[config.mk]
export PLATFORM = sky130hd
export DESIGN_NAME = pkt_rcv
export DESIGN_NICKNAME = d
export VERILOG_FILES = /design/src/rtl/pkt_rcv.sv
export SDC_FILE = /design/constraint.sdc
export NUM_CORES = 1
export LEC_CHECK = 0
export ABC_AREA = 0
export BUFFER_PORTS_ARGS = -buffer_cell sky130_fd_sc_hd__buf_4
export CORE_ASPECT_RATIO = 0.75
export CORE_MARGIN = 4
export CORE_UTILIZATION = 56
export CTS_CLUSTER_SIZE = 12
export DETAILED_ROUTE_END_ITERATION = 6
export GPL_TIMING_DRIVEN = 0
export PLACE_DENSITY = 0.77
export SLEW_MARGIN = 20
export SYNTH_ARGS = -nofsm -noshare
export SYNTH_HDL_FRONTEND = slang
export SYNTH_SLANG_ARGS = --single-unit
[constraint.sdc]
create_clock -name clk -period 2.02 [get_ports clk]
set_clock_uncertainty 0.1 [all_clocks]
set_input_delay 0 -clock clk [delete_from_list [all_inputs] [get_ports clk]]
set_output_delay 0 -clock clk [all_outputs]
set_load 0.02 [all_outputs]
[src/rtl/pkt_rcv.sv]
// Receive end of the 3-wire packet link: synchronises sclk/load/sdi into clk,
// shifts PKT_W bits MSB-first while load is low and reports each frame on load rising.
module pkt_rcv #(
   parameter int PKT_W       = 16,
   parameter int SYNC_STAGES = 2
) (
   input  logic             clk,
   input  logic             rst,
   input  logic             sclk,
   input  logic             load,
   input  logic             sdi,
   output logic [PKT_W-1:0] pkt,
   output logic             pvld,
   output logic             ferr,
   output logic             busy
);

   // state | meaning
   // ARM   | after reset, wait for load high so a half-seen frame is never accepted
   // IDLE  | between frames, waiting for load to fall
   // SHIFT | frame open, shifting sdi on each sclk rise
   typedef enum logic [1:0] {ARM, IDLE, SHIFT} state_t;

   localparam int CNT_W = $clog2(PKT_W + 2);
   localparam logic [CNT_W-1:0] CNT_FULL = CNT_W'(PKT_W);
   localparam logic [CNT_W-1:0] CNT_SAT  = CNT_W'(PKT_W + 1);

   state_t                 state_q, state_d;
   logic [SYNC_STAGES-1:0] sclk_sync_q, sclk_sync_d;
   logic [SYNC_STAGES-1:0] load_sync_q, load_sync_d;
   logic [SYNC_STAGES-1:0] sdi_sync_q, sdi_sync_d;
   logic                   sclk_prev_q, sclk_prev_d;
   logic                   load_prev_q, load_prev_d;
   logic [PKT_W-1:0]       shreg_q, shreg_d;
   logic [CNT_W-1:0]       cnt_q, cnt_d;
   logic [PKT_W-1:0]       pkt_q, pkt_d;
   logic                   pvld_q, pvld_d;
   logic                   ferr_q, ferr_d;
   logic                   busy_q, busy_d;

   logic sclk_s, load_s, sdi_s;
   logic sclk_rise, load_rise, load_fall;

   assign sclk_s    = sclk_sync_q[SYNC_STAGES-1];
   assign load_s    = load_sync_q[SYNC_STAGES-1];
   assign sdi_s     = sdi_sync_q[SYNC_STAGES-1];
   assign sclk_rise = sclk_s & ~sclk_prev_q;
   assign load_rise = load_s & ~load_prev_q;
   assign load_fall = ~load_s & load_prev_q;

   always_comb begin
      sclk_sync_d = {sclk_sync_q[SYNC_STAGES-2:0], sclk};
      load_sync_d = {load_sync_q[SYNC_STAGES-2:0], load};
      sdi_sync_d  = {sdi_sync_q[SYNC_STAGES-2:0], sdi};
      sclk_prev_d = sclk_s;
      load_prev_d = load_s;
      state_d     = state_q;
      shreg_d     = shreg_q;
      cnt_d       = cnt_q;
      pkt_d       = pkt_q;
      pvld_d      = 1'b0;
      ferr_d      = 1'b0;

      case (state_q)
         ARM: begin
            if (load_s) state_d = IDLE;
         end
         IDLE: begin
            if (load_fall) begin
               state_d = SHIFT;
               cnt_d   = '0;
               shreg_d = '0;
            end
         end
         SHIFT: begin
            // frame close takes priority over a coincident sclk edge
            if (load_rise) begin
               state_d = IDLE;
               if (cnt_q == CNT_FULL) begin
                  pkt_d  = shreg_q;
                  pvld_d = 1'b1;
               end else begin
                  ferr_d = 1'b1;
               end
            end else if (sclk_rise) begin
               shreg_d = {shreg_q[PKT_W-2:0], sdi_s};
               if (cnt_q != CNT_SAT) cnt_d = cnt_q + 1'b1;
            end
         end
         default: state_d = ARM;
      endcase

      busy_d = (state_d == SHIFT);
   end

   always_ff @(posedge clk or posedge rst) begin
      if (rst) begin
         state_q     <= ARM;
         sclk_sync_q <= '0;
         load_sync_q <= '0;
         sdi_sync_q  <= '0;
         sclk_prev_q <= 1'b0;
         load_prev_q <= 1'b0;
         shreg_q     <= '0;
         cnt_q       <= '0;
         pkt_q       <= '0;
         pvld_q      <= 1'b0;
         ferr_q      <= 1'b0;
         busy_q      <= 1'b0;
      end else begin
         state_q     <= state_d;
         sclk_sync_q <= sclk_sync_d;
         load_sync_q <= load_sync_d;
         sdi_sync_q  <= sdi_sync_d;
         sclk_prev_q <= sclk_prev_d;
         load_prev_q <= load_prev_d;
         shreg_q     <= shreg_d;
         cnt_q       <= cnt_d;
         pkt_q       <= pkt_d;
         pvld_q      <= pvld_d;
         ferr_q      <= ferr_d;
         busy_q      <= busy_d;
      end
   end

   assign pkt  = pkt_q;
   assign pvld = pvld_q;
   assign ferr = ferr_q;
   assign busy = busy_q;

endmodule
Yosys cells after proc, flatten, opt, wreduce, memory -nomap -nowiden
Index checks and enable logic that the tools add are counted.
{ "totals": {"ff_bits": 50, "input_bits": 5} }
{ "op_classes": {"n_addsub": 1, "n_eq_ne": 9, "n_mux": 19, "bitwise": 6, "n_reduce_logical": 5} }
{ "op_table": {"columns": ["operator", "n"], "rows": [
  ["16-bit two-way mux", 3],
  ["16-bit case mux with 2 select lines", 1],
  ["5-bit two-way mux", 4],
  ["5-bit case mux with 2 select lines", 1],
  ["2-bit != test (second input constant)", 4],
  ["1-bit two-way mux", 6],
  ["2-bit two-way mux", 3],
  ["2-bit case mux with 3 select lines", 1],
  ["5-bit by 1-bit adder with 5-bit output (second input constant)", 1],
  ["5-bit == test (second input constant)", 1],
  ["5-bit != test (second input constant)", 1],
  ["5-bit AND reduction", 1],
  ["2-bit == test (second input constant)", 2],
  ["4-bit AND reduction", 1],
  ["1-bit bitwise AND", 3],
  ["1-bit inverter", 3],
  ["3-bit AND reduction", 1],
  ["2-bit by 1-bit == test with 1-bit output (second input constant)", 1],
  ["2-bit zero test", 1],
  ["2-bit nonzero test", 1]
]} }

Logic depth before layout (Yosys ltp)
{ "depth": {"word_depth": 5, "depth_mapped": 6} }

Worst setup path before layout
OpenSTA, ideal clock, no wires.
{ "synth_path": {"path_kind": "reg-to-reg", "start": "register cnt_q[0]", "end": "register pkt_q[0] (netlist: pkt[0])", "setup_ns": 0.125, "arrival_ns": 1.486, "required_time_ns": 1.795, "slack_ns": 0.308, "stages_incl_launch_ff": 7, "period_less_slack_ns": 1.712, "cell_sequence": "dfrtp_1 -> inv_1 -> ha_1 -> and4bb_2 -> nand4_4 -> buf_6 -> mux2_4"} }
{ "synth_via": {"elab_chain_cells": 2} }
{ "synth_rtl": {"columns": ["item", "line", "rtl"], "rows": [
  ["from (decl)", "35", "logic [CNT_W-1:0] cnt_q, cnt_d;"],
  ["from (signal assigned)", "118", "cnt_q <= cnt_d;"],
  ["5-bit == test", "79", "if (cnt_q == CNT_FULL) begin"],
  ["3-bit AND reduction (no line)", null, null],
  ["to (signal assigned)", "119", "pkt_q <= pkt_d;"],
  ["to (decl)", "36", "logic [PKT_W-1:0] pkt_q, pkt_d;"]
]} }
No other way between the ends.
A chain may end at the register's enable or synchronous reset.

Final worst setup path
{ "layout_path": {"start": "register cnt_q[0]", "end": "register pkt_q[6] (netlist: pkt[6])"} }
The elaborated chain is that of the path after synthesis.

==> metrics.txt <==
status=finished, final reports clean; synthesis-to-layout area growth=19.4%; M3 GR Usage=0.0602; min cycle time layout=about 1.9 ns; R2R setup slack=between 0.1 and 0.15 ns; first-pass GRT wire length=6500 µm; period utilization=0.943; DP HPWL=2550 µm; Setup TNS Final=0 ns; CTS tree=yes; vias in the first global route=1,363; I/O Pins=24; Via Count=1,337; commonest non-fill, non-tap cell in the layout=dfrtp_1; total gr overflow=0; cells on worst reg2reg path=6; Final ANT Viol Nets=0; final instance area=2390 µm²; Antenna Cells=0; Resized cells post-CTS=0; sequential element share of the synthesized area=0.625; simple-gate share of the synthesized area=0.134; GRT Max-Usage Layer=met2; share of post-route cells with drive strength above 1=0.285; Worst VDD drop=approximately 0.00054 V; I/O Buffers=23; Seq cells post-synth=50; most frequent cells in the layout=dfrtp_1 (50), nand2_1 (36), o21ai_0 (23), buf_4 (23), mux2_4 (9); r2r endpoint=pkt[6]; post-synthesis xor/xnor area fraction=0; core area=approximately 3400 µm²; mux cell area share after synthesis=0.107; Max FO, Critical Path=10; DIE WIDTH=around 77 µm; Critical Path Sink Type=register; area of the multi-input gates=~700 µm²; leak pwr=roughly 1.2 nW; Post-Place Cell Area=between 2000 and 2500 µm²; Cell Area, Synth=between 2000 and 2500 µm²; met2 Track Usage GR=0.295; initial antenna violation count=0; hold_ws=between 0.15 and 0.2 ns; WP data required=~2.1 ns; final-report hold violation count=0; DRC=0; Setup Crit Path Kind=reg -> reg; register area=1250 µm²; Initial DRC Count=between 100 and 150; Slew @ Worst Pin=0.434 ns; GRT Overall Usage=0.186; cts bufs inserted=5; CTS Root Cell=clkbuf_8; vias per cell=~5.6; final wirelength=about 3700 µm; H-tree levels=2; fraction of the mapped netlist area in adder cells=0.0188; # clock sinks=50; DRT Pass-1 Iters=4; Starting Density=0.596; drt wl/cell=roughly 15 µm; M1 GR Usage=0.242; Critical R2R Launch=cnt_q[0]; row count=18; RSZ-0062 raised after global routing=false; die height=59.8 µm; post-synth top area share=0.625; fmax=around 520 MHz; Layout fillers=220; total power draw=0.00186 W; Hold WC Path Type=in -> async; clock buffer depth=2; Slew HR=0.710; largest net degree at the start of global routing=32; Arr. time, crit path=about 2 ns; Area contributors post-synth=dfrtp_1 (63%), mux2_4 (6.8%), nand2_1 (6.8%); Synth Instances=between 150 and 200; Die Area=around 4600 µm²; clock latency on the worst-skew pair=around 0.30 ns; max incr delay on CP=~0.45 ns; Power Dens Cells=about 800 nW/µm²; Final setup viols=0; CP Cell Sequence=inv_1 > ha_1 > and4bb_2 > nand4_4 > buf_6 > mux2_4; Mapped Avg Cell Area=around 12 µm²; complex-gate fraction of the synthesized area=0.0832; slowest CP cell=dfrtp_1; Final #Nets=a little over 200; post-synth top area cell=dfrtp_1; Clock transition at path regs=~0.090 ns; Slew Limit Fails=0; Syn Nets=172; CP Launch Type=register; GP Congestion=about 0.73; max cap viols=0; Netlist cell types=27; Critical path origin=cnt_q[0]; largest family of logic cells by synthesized area=simple AND/OR/NAND/NOR gates; Warnings, synthesis=0
cell type report:
cell class,instances,share of cell area
Tap cell,40,0.0209
Inverter,6,0.00942
Sequential cell,50,0.524
Multi-Input combinational cell,101,0.287
Clock inverter,1,0.0126
Buffer,7,0.0168
Clock buffer,7,0.0319
Timing Repair Buffer,28,0.0974
timing repair:
item / CTS / global route
buffers inserted: 0 / 0
endpoints found under the hold margin: 53 / 0
hold buffers: 4 / 0
power by group:
part | total (W) | leakage [nW] | switching [W] | internal (W)
Sequential | 0.00105 | 0.676 | 0.0000224 | 0.00102
Combinational | 0.000128 | 0.453 | 0.0000812 | 0.0000471
Clock | 0.000683 | 0.0524 | 0.000312 | 0.000371
flip-flops by register name (all words and copies together) (netlist names):
register	flops
pvld	1
sclk_prev_q	1
pkt	16
cnt_q	5
sdi_sync_q	2
busy	1
sclk_sync_q	2
ferr	1
load_prev_q	1
shreg_q	16
state_q	2
load_sync_q	2
stage by stage:
stage	cells	utilization	setup WS (ns)
floorplan	164	-	0.308
global placement	227	0.663	0.185
detailed placement	228	0.669	0.133
CTS	240	0.712	0.111
global route	240	0.712	0.0391
finish	240	0.712	0.114
synth_stat cells (all sizes together):
| cell | number |
|---|---|
| nand4 | 2 |
| nor3 | 1 |
| nand2b | 2 |
| a21boi | 1 |
| nand3 | 3 |
| nand4bb | 2 |
| dfrtp | 50 |
| and2 | 2 |
| clkbuf | 2 |
| and4bb | 2 |
| nand2 | 36 |
| a21oi | 1 |
| ha | 3 |
| nor2b | 1 |
| o21ai | 24 |
| mux2 | 16 |
| o41ai | 1 |
| o22ai | 1 |
| nor2 | 2 |
| inv | 6 |
| buf | 5 |
| o31ai | 1 |
layer usage:
metal / wire (µm) / vias to the layer above
met5: 0 / -
met4: 64 / 0
met3: 254 / 8
met2: 1750 / 58
met1: 1640 / 649
li1: - / 622
critical path, delay by kind of cell (launching register included):
family,cells,cell delay [ns]
fa+ha+maj,1,0.15
buf+inv,2,0.31
flops,1,0.45
mux,1,0.30
simple gates,2,0.48
cells by family (layout without fill, tap and decap cells):
kind of cell	count (synthesis)	in the layout
AND/OR/NAND/NOR	53	53
flip-flops	50	50
AO/OA/AOI/OAI	29	29
multiplexers	16	16
buffers and inverters	13	49
adder cells (fa/ha/maj)	3	3
worst max path at each step:
stage | slack (ns) | end | depth (start not counted)
2_1_floorplan | 0.31 | pkt[0] | 6
3_3_place_gp | 0.19 | pkt[15] | 6
3_5_place_dp | 0.13 | pkt[6] | 6
4_1_cts | 0.11 | pkt[6] | 6
5_1_grt | 0.04 | pkt[6] | 6
6_report | 0.11 | pkt[6] | 6
Power figures use the tool's default switching activity.
